### config.mk
export PLATFORM = sky130hd
export DESIGN_NAME = systolic_dot_ctrl
export DESIGN_NICKNAME = d
export VERILOG_FILES = /design/src/rtl/systolic_dot_ctrl.sv
export SDC_FILE = /design/constraint.sdc
export NUM_CORES = 1
export LEC_CHECK = 0
export ABC_AREA = 1
export BUFFER_PORTS_ARGS = -buffer_cell sky130_fd_sc_hd__buf_2
export CAP_MARGIN = 10
export CORE_MARGIN = 1
export CORE_UTILIZATION = 35
export DETAILED_ROUTE_END_ITERATION = 10
export PLACE_DENSITY = 0.63
export SETUP_SLACK_MARGIN = 0.15
export SYNTH_ARGS = -nofsm -noshare
export SYNTH_HDL_FRONTEND = slang
export SYNTH_SLANG_ARGS = --single-unit
### constraint.sdc
create_clock -name clk -period 10.05 [get_ports clk]
set_clock_uncertainty 0.1 [all_clocks]
set_input_delay 1.005 -clock clk [delete_from_list [all_inputs] [get_ports clk]]
set_output_delay 1.005 -clock clk [all_outputs]
set_load 0.05 [all_outputs]
### src/rtl/systolic_dot_ctrl.sv
// rtl/systolic_dot_ctrl.sv - skew/tag controller for a chained-DSP dot-product array; optional saturation via SYSTOLIC_DOT_CTRL_SAT_EN
module systolic_dot_ctrl #(
   parameter int NUM            = 4,
   parameter int AX_WIDTH       = 27,
   parameter int AY_WIDTH       = 27,
   parameter int RESULT_A_WIDTH = 64,
   parameter int ARRAY_LAT      = 6,
   parameter int FIFO_DEPTH     = 4
) (
   input  logic                      clk,
   input  logic                      rst_n,
   input  logic                      in_valid,
   output logic                      in_ready,
   input  logic [NUM*AX_WIDTH-1:0]   in_x,
   input  logic [NUM*AY_WIDTH-1:0]   in_y,
   input  logic                      in_last,
   output logic [NUM*AX_WIDTH-1:0]   arr_ax,
   output logic [NUM*AY_WIDTH-1:0]   arr_ay,
   input  logic [RESULT_A_WIDTH-1:0] arr_result,
   output logic                      out_valid,
   input  logic                      out_ready,
   output logic [RESULT_A_WIDTH-1:0] out_data,
   output logic                      out_sat,
   output logic                      busy
);
   localparam int PTR_W = (FIFO_DEPTH > 1) ? $clog2(FIFO_DEPTH) : 1;
   localparam int CNT_W = PTR_W + 1;
   localparam int MSB   = RESULT_A_WIDTH - 1;

   typedef enum logic {IDLE = 1'b0, OPEN = 1'b1} state_t;

   state_t                    state_q;
   logic [CNT_W-1:0]          pending_q;
   logic                      accept;
   logic                      pop;
   logic                      push;

   logic [ARRAY_LAT:0]        tag_v_q;
   logic [ARRAY_LAT:0]        tag_f_q;
   logic [ARRAY_LAT:0]        tag_l_q;
   logic                      tag_hit;
   logic                      tag_first;
   logic                      tag_last;

   logic [RESULT_A_WIDTH-1:0] acc_q;
   logic [RESULT_A_WIDTH-1:0] acc_d;
   logic [RESULT_A_WIDTH-1:0] acc_base;
   logic [RESULT_A_WIDTH-1:0] acc_sum;

   logic [RESULT_A_WIDTH-1:0] mem_q [FIFO_DEPTH];
   logic [PTR_W-1:0]          wr_q;
   logic [PTR_W-1:0]          rd_q;
   logic [CNT_W-1:0]          cnt_q;

`ifdef SYSTOLIC_DOT_CTRL_SAT_EN
   localparam logic [RESULT_A_WIDTH-1:0] SMAX = {1'b0, {(RESULT_A_WIDTH-1){1'b1}}};
   localparam logic [RESULT_A_WIDTH-1:0] SMIN = {1'b1, {(RESULT_A_WIDTH-1){1'b0}}};
   logic sat_q;
   logic sat_d;
   logic ovf;
   logic sat_mem_q [FIFO_DEPTH];
`endif

   // An open group must always be allowed to finish; new groups need a reserved FIFO slot
   assign in_ready = (state_q == OPEN) || (pending_q < CNT_W'(FIFO_DEPTH));
   assign accept   = in_valid && in_ready;
   assign pop      = out_valid && out_ready;

   // Group framing FSM and count of groups that own a FIFO slot
   always_ff @(posedge clk or negedge rst_n) begin
      if (!rst_n) begin
         state_q   <= IDLE;
         pending_q <= '0;
      end else begin
         if (accept) begin
            state_q <= in_last ? IDLE : OPEN;
         end
         pending_q <= pending_q + CNT_W'(accept && (state_q == IDLE)) - CNT_W'(pop);
      end
   end

   // Lane k is delayed k extra cycles so each beat walks diagonally through the chained stages
   for (genvar k = 0; k < NUM; k++) begin : g_lane
      logic [AX_WIDTH-1:0] x_q [k+1];
      logic [AY_WIDTH-1:0] y_q [k+1];
      logic [k:0]          v_q;

      // Per-lane delay line; stage 0 loads zero on idle cycles
      always_ff @(posedge clk or negedge rst_n) begin
         if (!rst_n) begin
            v_q <= '0;
            for (int s = 0; s <= k; s++) begin
               x_q[s] <= '0;
               y_q[s] <= '0;
            end
         end else begin
            v_q[0] <= accept;
            x_q[0] <= accept ? in_x[k*AX_WIDTH +: AX_WIDTH] : '0;
            y_q[0] <= accept ? in_y[k*AY_WIDTH +: AY_WIDTH] : '0;
            for (int s = 1; s <= k; s++) begin
               v_q[s] <= v_q[s-1];
               x_q[s] <= x_q[s-1];
               y_q[s] <= y_q[s-1];
            end
         end
      end

      assign arr_ax[k*AX_WIDTH +: AX_WIDTH] = v_q[k] ? x_q[k] : '0;
      assign arr_ay[k*AY_WIDTH +: AY_WIDTH] = v_q[k] ? y_q[k] : '0;
   end

   // Beat tag follows lane 0 so it lines up with the array result of the same beat
   always_ff @(posedge clk or negedge rst_n) begin
      if (!rst_n) begin
         tag_v_q <= '0;
         tag_f_q <= '0;
         tag_l_q <= '0;
      end else begin
         tag_v_q <= {tag_v_q[ARRAY_LAT-1:0], accept};
         tag_f_q <= {tag_f_q[ARRAY_LAT-1:0], accept && (state_q == IDLE)};
         tag_l_q <= {tag_l_q[ARRAY_LAT-1:0], accept && in_last};
      end
   end

   assign tag_hit   = tag_v_q[ARRAY_LAT];
   assign tag_first = tag_f_q[ARRAY_LAT];
   assign tag_last  = tag_l_q[ARRAY_LAT];
   assign push      = tag_hit && tag_last;

   // Next accumulator value: restart on the first beat of a group, clamp on signed overflow if enabled
   always_comb begin
      acc_base = tag_first ? '0 : acc_q;
      acc_sum  = acc_base + arr_result;
`ifdef SYSTOLIC_DOT_CTRL_SAT_EN
      ovf   = (acc_base[MSB] == arr_result[MSB]) && (acc_sum[MSB] != acc_base[MSB]);
      sat_d = (tag_first ? 1'b0 : sat_q) | ovf;
      if (ovf) begin
         acc_d = acc_base[MSB] ? SMIN : SMAX;
      end else begin
         acc_d = acc_sum;
      end
`else
      acc_d = acc_sum;
`endif
   end

   // Accumulator only moves on tagged cycles
   always_ff @(posedge clk or negedge rst_n) begin
      if (!rst_n) begin
         acc_q <= '0;
`ifdef SYSTOLIC_DOT_CTRL_SAT_EN
         sat_q <= 1'b0;
`endif
      end else if (tag_hit) begin
         acc_q <= acc_d;
`ifdef SYSTOLIC_DOT_CTRL_SAT_EN
         sat_q <= sat_d;
`endif
      end
   end

   // Result FIFO pointers and occupancy; push and pop may coincide, even when full
   always_ff @(posedge clk or negedge rst_n) begin
      if (!rst_n) begin
         wr_q  <= '0;
         rd_q  <= '0;
         cnt_q <= '0;
      end else begin
         if (push) begin
            wr_q <= wr_q + PTR_W'(1);
         end
         if (pop) begin
            rd_q <= rd_q + PTR_W'(1);
         end
         cnt_q <= cnt_q + CNT_W'(push) - CNT_W'(pop);
      end
   end

   // FIFO storage needs no reset: the head is masked to zero whenever the FIFO is empty
   always_ff @(posedge clk) begin
      if (push) begin
         mem_q[wr_q] <= acc_d;
`ifdef SYSTOLIC_DOT_CTRL_SAT_EN
         sat_mem_q[wr_q] <= sat_d;
`endif
      end
   end

   assign out_valid = (cnt_q != '0);
   assign out_data  = out_valid ? mem_q[rd_q] : '0;
`ifdef SYSTOLIC_DOT_CTRL_SAT_EN
   assign out_sat   = out_valid && sat_mem_q[rd_q];
`else
   assign out_sat   = 1'b0;
`endif
   assign busy      = (state_q == OPEN) || (|tag_v_q) || out_valid;

endmodule

== Word level (Yosys, flattened, before mapping) ==
Memory sizes are Yosys's and may differ from the RTL's.
Cells that the tools add are included.
Storage, ports and cells
  memory bits (writable): 256
  flip-flop bits (word level): 646
  bits of input ports: 285
  memories: 1
  output and inout bits: 284
Operators by class
  reduce and logical (&&, ||, !) cells: 10
  multiplexer cells: 21
  bitwise gates (word level): 1
  add/subtract/negate cells: 7
  $lt $le $gt $ge: 1
Memory list
  mem_q: words 4, width 64, rd ports 1, clocked after memory_dff 0, wr ports 1, RTL line 50  | logic [RESULT_A_WIDTH-1:0] mem_q [FIFO_DEPTH];
Operators with widths (number)
  2-to-1 mux 27 bit: 16
  2-to-1 mux 64 bit: 2
  adder 64 bit: 1
  OR reduction 7 bit: 1
  adder 3 x 1 -> 3 bit: 2
  subtractor 3 x 1 -> 3 bit: 2
  logical AND 1 bit: 5
  adder 2 x 1 -> 2 bit, second input constant: 2
  logical OR 1 bit: 3
  < comparator 3 bit, second input constant: 1
  2-to-1 mux 1 bit: 3
  nonzero test 3 bit: 1
  inverter 1 bit: 1

== Logic depth before layout (Yosys ltp) ==
Gate-level depths: netlist of run 1.
  depth in word-level cells: 6
  depth in mapped cells: 19

== Worst setup path after synthesis of run 1 ==
OpenSTA, ideal clock, no wires.
  path kind: flip-flop to flip-flop
  start: register wr_q[0]
  end: memory mem_q[2][0], enable pin
  data arrival time: 3327 ps
  stages on the path, launching flop included: 5
  path buffers: 0
  path slack: 6137 ps
  period minus slack after synthesis: 3913 ps
  data required time: 9463 ps
  cells stage by stage: dfrtp_1 -> inv_1 -> ha_1 -> inv_1 -> nor2_1
RTL lines
  from (decl): RTL line 51  | logic [PTR_W-1:0] wr_q;
  from (signal assigned): RTL line 170  | wr_q <= wr_q + PTR_W'(1);
  to (decl): RTL line 50
No word-level cell before the write port.

== Final worst setup path of run 1 ==
  start: register rd_q[0]
  end: output port out_data[62]
Between the ends
  cells in the longest elaborated chain, start to end: 2
Ends and longest elaborated chain
  from (decl): RTL line 52  | logic [PTR_W-1:0] rd_q;
  from (signal assigned): RTL line 173  | rd_q <= rd_q + PTR_W'(1);
  memory (4 x 64 bit)
  2-to-1 mux 64 bit: RTL line 190  | assign out_data = out_valid ? mem_q[rd_q] : '0;
  to (decl): RTL line 22  | output logic [RESULT_A_WIDTH-1:0] out_data,
Every way passes these cells.

==> flow_summary.ini, run 1 <==
[outcome]
status = finished, final reports clean

[pwr]
pwr-share-clk_pct = 25.1
p_int_mw = 7.77
p_leak_nw = 24.6
total_power_mw = 13.3
p_sw_mw = 5.55
p_comb_share_pct = 38.7
power_frac_seq_pct = 36.2
switching_share_pct = 41.7
peakVddDrop_mv = 0.315
powerDensity_nw_per_um2 = 302

[timing]
finalHoldViolCount = 0
min_period_ns = 4.53
setup_viol = 0
relSlewSlack_pct = 23.9
worst_pin_slew_ns = 1.14
finalCritPeriodShare_pct = 45.1
timing.fmax_mhz = 221
rsz0062_at_grt = no
slew_violations = 0
holdWs_ns = 0.206
tns_ns = 0

[placement]
port_buffers = 567
place.gp.congestion = 0.959
dp_hpwl_mm = 71.0
placed_area_um2 = 41100

[global_routing]
grt_pass1_vias = 26100
grt.total_usage_pct = 18.9
grt_pass1_wl_mm = 153
grt_antenna_before_repair = 16
grt_max_degree = 165
overflow = 0

[detailed_routing]
dr.pass1.iters = 7
drc = 0
vias = 26100
ant_nets = 0
wl_per_cell_um = 16.6
wl_mm = 99.6
via_per_inst = 4.36
initialDrtViolationCount = 1688

[die]
die_w_um = 326
core_um2 = 104000
start_util_pct = 35.4
die_h_um = 326
pin_count = 569
dieArea_um2 = 106000
rows = 118

[critical_path]
path_class = flip-flop to primary output
cp-start-kind = flip-flop
reg2reg_slack_ns = 6.38
endpoint_kind = primary output
arrival_ns = 3.43
worst-endpoint-required_ns = 8.95
rr_startpoint = tag_f_q[6]
crit_fanout = 73
rr_endpoint = mem_q[1][56]
reg2reg_depth = 13

[yosys]
yosys_warnings = 0
synth_seq_cells = 892
synth_area_um2 = 36700
async_reset_ff_share_pct = 71.3
synthFlopType = dfrtp_1
postSynthCellCount = 3973
synth_cell_types = 34
syn_area_per_cell_um2 = 9.25
yosysSeqAreaShare_pct = 64.3
synth_nets = 4332
synth-edff-count = 256

[layout]
final_cell_mix = nand2_1, inv_1, nor2_1
fin_nets = 4897
finalInstanceArea_um2 = 44100
drive_gt1_share_pct = 17.0
layout_commonest_cell = nand2_1
area_delta_synth_final_pct = 20.1
post-route-util_pct = 42.5

[cts]
clockRootBuffer = clkbuf_16
cts_buffers = 92
cts_tree = built
cts.htree.levels = 3
cts_setup_buffers = 0
clock-sinks = 892
clk_path_buf_depth = 3
clk_latency_ns = 0.70
clk_pin_slew_ns = 0.06
cts_hold_buf = 0
post_cts_resized = 0

[job]
maxCapViolCount = 0

[min_path]
min_path_type = flip-flop to flip-flop
hold_start = g_lane[1].y_q[52]
min_path_cells = 0
min_to = g_lane[1].y_q[25]
## layout make-up
| cell class | instances | area [um^2] |
|---|---|---|
| Multi-Input combinational cell | 2100 | 9470 |
| Clock inverter | 42 | 470 |
| Inverter | 864 | 3240 |
| Fill cell | 10200 | 59700 |
| Timing Repair Buffer | 588 | 3030 |
| Antenna cell | 3 | 7.51 |
| Clock buffer | 125 | 2550 |
| Sequential cell | 892 | 23600 |
| Tap cell | 1380 | 1730 |
## synth_stat cells (all sizes together), types with 7 or more instances
| cell | count | area share, % |
|---|---|---|
| inv | 863 | 8.8 |
| xor2 | 33 | 0.81 |
| buf | 28 | 0.34 |
| o21ai | 169 | 2.3 |
| nand3 | 78 | 1.1 |
| nor2 | 645 | 6.6 |
| nand3b | 7 | 0.16 |
| a21oi | 104 | 1.4 |
| edfxtp | 256 | 21 |
| dfrtp | 636 | 43 |
| nand2 | 930 | 9.6 |
| and2 | 33 | 0.56 |
| clkbuf | 89 | 0.91 |
| nor3 | 14 | 0.23 |
| ha | 71 | 2.4 |
## power groups by stage
stage,combinational [mW],sequential [mW],clock [mW]
global placement,5.12,4.87,0
CTS,5.20,4.83,3.45
global route,5.72,4.88,3.59
floorplan,3.73,4.77,0
finish,5.16,4.82,3.35
detailed placement,5.18,4.89,0
## how the worst max path moves through the flow
stage	from	to	slack (ns)	cells after the start
2_1_floorplan	wr_q[0]	mem_q[2][0]	6.14	4
3_3_place_gp	rd_q[0]	out_data[62]	6.16	7
3_5_place_dp	rd_q[0]	out_data[62]	6.19	7
4_1_cts	rd_q[0]	out_data[62]	5.43	7
5_1_grt	rd_q[0]	out_data[62]	5.27	7
6_report	rd_q[0]	out_data[62]	5.52	7
## cell families after synthesis
| logic type | after synthesis | share of synthesized area (%) |
|---|---|---|
| buffers and inverters | 981 | 10.1 |
| flip-flops | 892 | 64.3 |
| AND/OR/NAND/NOR | 1713 | 18.4 |
| adder cells (fa/ha/maj) | 74 | 2.58 |
| XOR/XNOR | 37 | 0.903 |
| AO/OA/AOI/OAI | 275 | 3.76 |
| other | 1 | 0.0102 |
## critical path, cell delays in order, from the launching register on
cell,delay [ns]
dfrtp_4,0.42
buf_4,0.65
buf_4,0.65
nor2_1,0.11
nor2_1,0.09
o21ai_0,0.09
a21oi_1,0.31
buf_2,0.32
## registers in the layout, summed over array words and instances (netlist names)
name,flops
acc_q,64
cnt_q,3
g_lane.x_q,270
g_lane.y_q,270
mem_q,256
pending_q,3
rd_q,2
state_q,1
tag_f_q,7
tag_l_q,7
tag_v_q,7
wr_q,2
## per-stage QoR
step	setup WS, ns	std cells
floorplan	6.14	3973
CTS	5.43	5991
global route	5.27	5993
finish	5.52	5994
detailed placement	6.19	5824
global placement	6.16	5824
## metal layers
| layer | up-vias | wire [um] | global-route usage [%] |
|---|---|---|---|
| li1 | 12900 | - | - |
| met5 | - | 34 | 0 |
| met3 | 141 | 5670 | 3.78 |
| met1 | 12400 | 43300 | 24.5 |
| met4 | 6 | 2510 | 5.65 |
| met2 | 703 | 48100 | 31.8 |
(Power assumes the default switching activity.)
==> run 2: changes to the inputs <==
--- a/config.mk
+++ b/config.mk
@@ -11,7 +11,7 @@
 export CORE_MARGIN = 1
 export CORE_UTILIZATION = 35
 export DETAILED_ROUTE_END_ITERATION = 10
-export PLACE_DENSITY = 0.63
+export PLACE_DENSITY = 0.65
 export SETUP_SLACK_MARGIN = 0.15
 export SYNTH_ARGS = -nofsm -noshare
 export SYNTH_HDL_FRONTEND = slang
==> constraint.sdc (replaced) <==
create_clock -name clk -period 3.83 [get_ports clk]
set_clock_uncertainty 0.1 [all_clocks]
set_input_delay 0.383 -clock clk [delete_from_list [all_inputs] [get_ports clk]]
set_output_delay 0.383 -clock clk [all_outputs]
set_load 0.05 [all_outputs]
==> run 2 against run 1 <==
- sequential power rose to 2.6 times the previous value
- combinational power rose to 2.7 times the previous value
- clock power increased to 2.8 times the previous value
- count of clock-buffer cells in the layout did not move
- critical path depth decreased by 1
- utilization rose by 2.7 points
- worst hold slack got worse by 0.099 ns
- global-route usage is 1.4 points higher
- register-to-register slack worse by 5.6 ns
- non-clock buffer count grew 240
- setup slack got worse by 5.1 ns
- cell count grew 4.1%
- critical path type unchanged
==> flow_summary.ini, run 2 (synthesis gave the netlist of run 1 again) <==
[pwr]
peakVddDrop_mv = 0.653
powerDensity_nw_per_um2 = 768
total_power_mw = 36.0
p_int_mw = 21.1
p_sw_mw = 14.9
switching_share_pct = 41.4
power_frac_seq_pct = 35.3
p_comb_share_pct = 38.6
p_leak_nw = 25.8
pwr-share-clk_pct = 26.0

[critical_path]
reg2reg_slack_ns = 0.76
cpPeakStageDelay_ns = 0.70
crit_fanout = 60
worst-endpoint-required_ns = 3.35
rr_startpoint = tag_f_q[6]
crit_cells = 6
critPathBufInv = 2
cp-start-kind = flip-flop
crit_top_cell = nor2_1
reg2reg_depth = 15
rr_endpoint = mem_q[1][46]
endpoint_kind = primary output
path_class = flip-flop to primary output
crit_family = buffers and inverters
arrival_ns = 2.93
path_cells = buf_4 -> nor2_1 -> nor2_1 -> o21ai_0 -> a21oi_1 -> buf_2
cpMaxStageDelayCell = dfrtp_4

[timing]
min_period_ns = 3.41
slew_violations = 0
finalCritPeriodShare_pct = 89.1
rsz0062_at_grt = no
timing.fmax_mhz = 293
setup_viol = 0
finalHoldViolCount = 0
holdWs_ns = 0.106
worst_pin_slew_ns = 1.03
relSlewSlack_pct = 31.2

[min_path]
min_path_type = input port to flip-flop
min_path_cells = 2
hold_start = arr_result[0]
min_to = mem_q[2][0]

[detailed_routing]
wl_per_cell_um = 17.2
met3_length_mm = 7.03
ant_nets = 0
wl_met1_mm = 45.2
vias = 27600
dr.pass1.iters = 6
via_per_inst = 4.41
initialDrtViolationCount = 1895
highest_layer = met4
wl_mm = 108
met2_length_mm = 52.0
drc = 0

[global_routing]
grt_antenna_before_repair = 9
grt_pass1_wl_mm = 165
grt_pass1_vias = 28200
overflow = 0
grt.total_usage_pct = 20.3
grt_max_degree = 166

[cts]
clk_latency_ns = 0.73
clk_pin_slew_ns = 0.06
cts.htree.levels = 3
cts_buffers = 93
clockRootBuffer = clkbuf_16
clock-sinks = 892
cts_tree = built
cts_setup_buffers = 0
clk_path_buf_depth = 3

[outcome]
status = finished, final reports clean

[die]
dieArea_um2 = 106000
pin_count = 569
die_h_um = 326
rows = 118
die_w_um = 326
start_util_pct = 35.4
core_um2 = 104000

[placement]
place.gp.congestion = 0.986
port_buffers = 567
dp_hpwl_mm = 74.9

[layout]
drive_gt1_share_pct = 16.7
area_delta_synth_final_pct = 27.6
n_fill_cell = 9639
reg_top3 = g_lane.x_q (270), g_lane.y_q (270), mem_q (256)
final_cell_mix = nand2_1, inv_1, nor2_1
layout_commonest_cell = nand2_1
fin_nets = 5138

[job]
maxCapViolCount = 0
-- run 2: changes by cell type in the layout (fill, tap and decap cells not counted), sizes merged --
cell and change:
diode +3, inv -3, bufinv +6, buf +21, clkinv +5, clkinvlp -3, dlygate4sd3 +219
-- run 2: worst max-delay path by stage --
| stage | end | startpoint |
|---|---|---|
| 2_1_floorplan | mem_q[2][0] | wr_q[0] |
| 3_3_place_gp | mem_q[1][52] | tag_f_q[6] |
| 3_5_place_dp | mem_q[1][52] | tag_f_q[6] |
| 4_1_cts | out_data[21] | rd_q[1] |
| 5_1_grt | out_data[21] | rd_q[0] |
| 6_report | out_data[5] | rd_q[0] |
-- run 2: area by class of cell --
class                      instances  area [um^2]  share of cell area [%]
clock inverter                    47          668                    1.43
tap                             1380         1730                    3.68
antenna                            6         15.0                  0.0320
sequential                       892        23600                    50.4
clock buffer                     125         2580                    5.50
multi-input combinational       2100         9470                    20.2
timing repair buffer             828         5540                    11.8
inverter                         864         3250                    6.93
-- run 2: metal layers --
| layer | vias to the layer above | GRT usage, % |
|---|---|---|
| li1 | 13400 | - |
| met1 | 13100 | 25.7 |
| met2 | 807 | 34.2 |
| met3 | 188 | 4.31 |
| met4 | 0 | 7.31 |
| met5 | - | 0 |
-- run 2: power by group through the flow --
stage          Sequential (mW)  Clock [mW]  Combinational [mW]
5_1_grt                   12.9        9.96                15.3
3_5_place_dp              12.9           0                13.7
4_1_cts                   12.7        9.58                14.0
3_3_place_gp              12.9           0                13.6
6_report                  12.7        9.37                13.9
2_1_floorplan             12.5           0                9.78
-- run 2: timing repair --
item,in CTS,in global routing
hold buffers,219,0
hold endpoints to repair,317,0
gates resized for setup,0,1
setup endpoints to repair,0,1
-- run 2: stage by stage --
stage	setup TNS, ns	instances	setup WS [ns]	utilization, %	area [um^2]
final	0	6242	0.417	45.2	46900
after global placement	0	5845	0.819	39.9	41400
after CTS	0	6236	0.284	45.1	46800
after floorplan	-14.02	3973	-0.0833	-	36700
after detailed placement	0	5845	0.779	39.9	41400
after global routing	0	6242	0.204	45.2	46900
==> run 3: changes to the inputs <==
--- a/config.mk
+++ b/config.mk
@@ -12,6 +12,7 @@
 export CORE_UTILIZATION = 35
 export DETAILED_ROUTE_END_ITERATION = 10
 export PLACE_DENSITY = 0.65
+export RECOVER_POWER = 50
 export SETUP_SLACK_MARGIN = 0.15
 export SYNTH_ARGS = -nofsm -noshare
 export SYNTH_HDL_FRONTEND = slang
==> run 3 against run 2 <==
- the run now ends with capacitance limit, slew limit left
- sequential share of layout area up 0.054 points
- combinational power barely moved
- wire length is essentially flat
- maximum frequency shrank 1.0%
- first-iteration DRC count rose by 1.9%
- utilization shrank 0.063 points
- global-route usage unchanged
- register-to-register slack got worse by 0.38 ns
- count of clock-buffer cells in the layout is the same
- design area down 0.14%
- critical path depth is 3 lower
- cell count stayed put
- largest cell class unchanged
- highest routed layer unchanged
==> flow_summary.ini, run 3 (synthesis gave the netlist of run 1 again) <==
[outcome]
status = finished with violations
violations = capacitance limit, slew limit

[detailed_routing]
drc = 0
vias = 27600
via_per_inst = 4.42
initialDrtViolationCount = 1931
wl_per_cell_um = 17.2
wl_mm = 108
ant_nets = 0
dr.pass1.iters = 5

[layout]
multiInputGateArea_um2 = 9460
final_cell_mix = nand2_1, inv_1, nor2_1
n_fill_cell = 9651
drive_gt1_share_pct = 16.5
register_area_um2 = 23600
layout_commonest_cell = nand2_1
area_delta_synth_final_pct = 27.4
finalInstanceArea_um2 = 46800
reg_top3 = g_lane.x_q (270), g_lane.y_q (270), mem_q (256)
fin_nets = 5138

[cts]
cts_tree = built
clk_pin_slew_ns = 0.06
cts.htree.levels = 3
clockRootBuffer = clkbuf_16
cts_setup_buffers = 0
clk_path_buf_depth = 3
clk_latency_ns = 0.73
clock-sinks = 892
cts_buffers = 93

[global_routing]
grt_pass1_wl_mm = 165
overflow = 0
met1_usage_pct = 25.7
busiest_layer = met2
grt.total_usage_pct = 20.3
met2_usage_pct = 34.2
grt_pass1_vias = 28200
use_met3_pct = 4.31
grt_max_degree = 166
grt_antenna_before_repair = 9

[pwr]
powerDensity_nw_per_um2 = 769
p_leak_nw = 25.7
peakVddDrop_mv = 0.653

[critical_path]
path_class = flip-flop to flip-flop
cp-start-kind = flip-flop
endpoint_kind = flip-flop
crit_fanout = 23
arrival_ns = 3.70
worst-endpoint-required_ns = 4.08

[placement]
placed_area_um2 = 41400
place.gp.congestion = 0.986
post-place-ws_ns = 0.779
dp_hpwl_mm = 74.9
port_buffers = 567

[die]
die_w_um = 326
dieArea_um2 = 106000
rows = 118
start_util_pct = 35.4
die_h_um = 326
pin_count = 569
core_um2 = 104000

[timing]
setup_viol = 0
timing.fmax_mhz = 290
worst_pin_slew_ns = 2.98
min_period_ns = 3.45
slew_violations = 331
relSlewSlack_pct = -98.4
rsz0062_at_grt = no
finalCritPeriodShare_pct = 90.1
setup_ws_ns = 0.381
finalHoldViolCount = 0

[min_path]
min_path_type = input port to flip-flop

[job]
maxCapViolCount = 3
[run 3: worst max-delay path: stages (launching register included)]
cell,delay (ns)
dfrtp_1,1.22
nand2_1,0.59
nor2_4,0.86
buf_12,0.27
[run 3: path summary, 6_finish.rpt]
kind                              startpoint                end  slack, ns  cells past startpoint
max                               tag_v_q[6]       mem_q[0][46]       0.38                      3
max reg2reg                       tag_v_q[6]       mem_q[0][46]       0.38                      3
min in group asynchronous              rst_n  g_lane[2].y_q[75]       1.06                      2
min reg2reg                g_lane[2].x_q[46]  g_lane[2].x_q[19]       0.21                      0
min                            arr_result[0]        mem_q[2][0]       0.11                      2
max in group asynchronous              rst_n  g_lane[0].y_q[21]       0.70                      2
[run 3: metal layers]
layer | routed length, um | part of all wire (%)
met5 | 0 | 0
met1 | 45100 | 42
met4 | 3540 | 3.3
met3 | 7190 | 6.7
met2 | 51800 | 48
[run 3: cell type report]
class	count	area share (%)
Tap cell	1380	3.69
Inverter	864	6.94
Multi-Input combinational cell	2100	20.2
Antenna cell	6	0.0321
Clock inverter	47	1.43
Sequential cell	892	50.4
Timing Repair Buffer	828	11.7
Clock buffer	125	5.51
[run 3: per-stage QoR]
step | power, mW | instances | hold WS, ns | TNS (ns) | utilization, %
6_report | 36.0 | 6242 | 0.107 | 0 | 45.1
5_1_grt | 38.2 | 6242 | 0.0949 | 0 | 45.1
4_1_cts | 36.3 | 6236 | 0.0396 | 0 | 45.1
3_5_place_dp | 26.6 | 5845 | 0.235 | 0 | 39.9
3_3_place_gp | 26.5 | 5845 | 0.231 | 0 | 39.9
2_1_floorplan | 22.3 | 3973 | -0.0126 | -14.02 | -
[run 3: where the power goes]
part | internal, mW | leakage [nW] | switching, mW
Clock | 5.42 | 1.58 | 3.95
Combinational | 3.64 | 13.6 | 10.3
Sequential | 12.1 | 10.6 | 0.672
Total | 21.1 | 25.7 | 14.9
[run 3: repair_timing]
item | CTS | global route
hold buffers | 219 | 0
setup endpoints to repair | 0 | 1
resized for setup | 0 | 1
endpoints found under the hold margin | 317 | 0
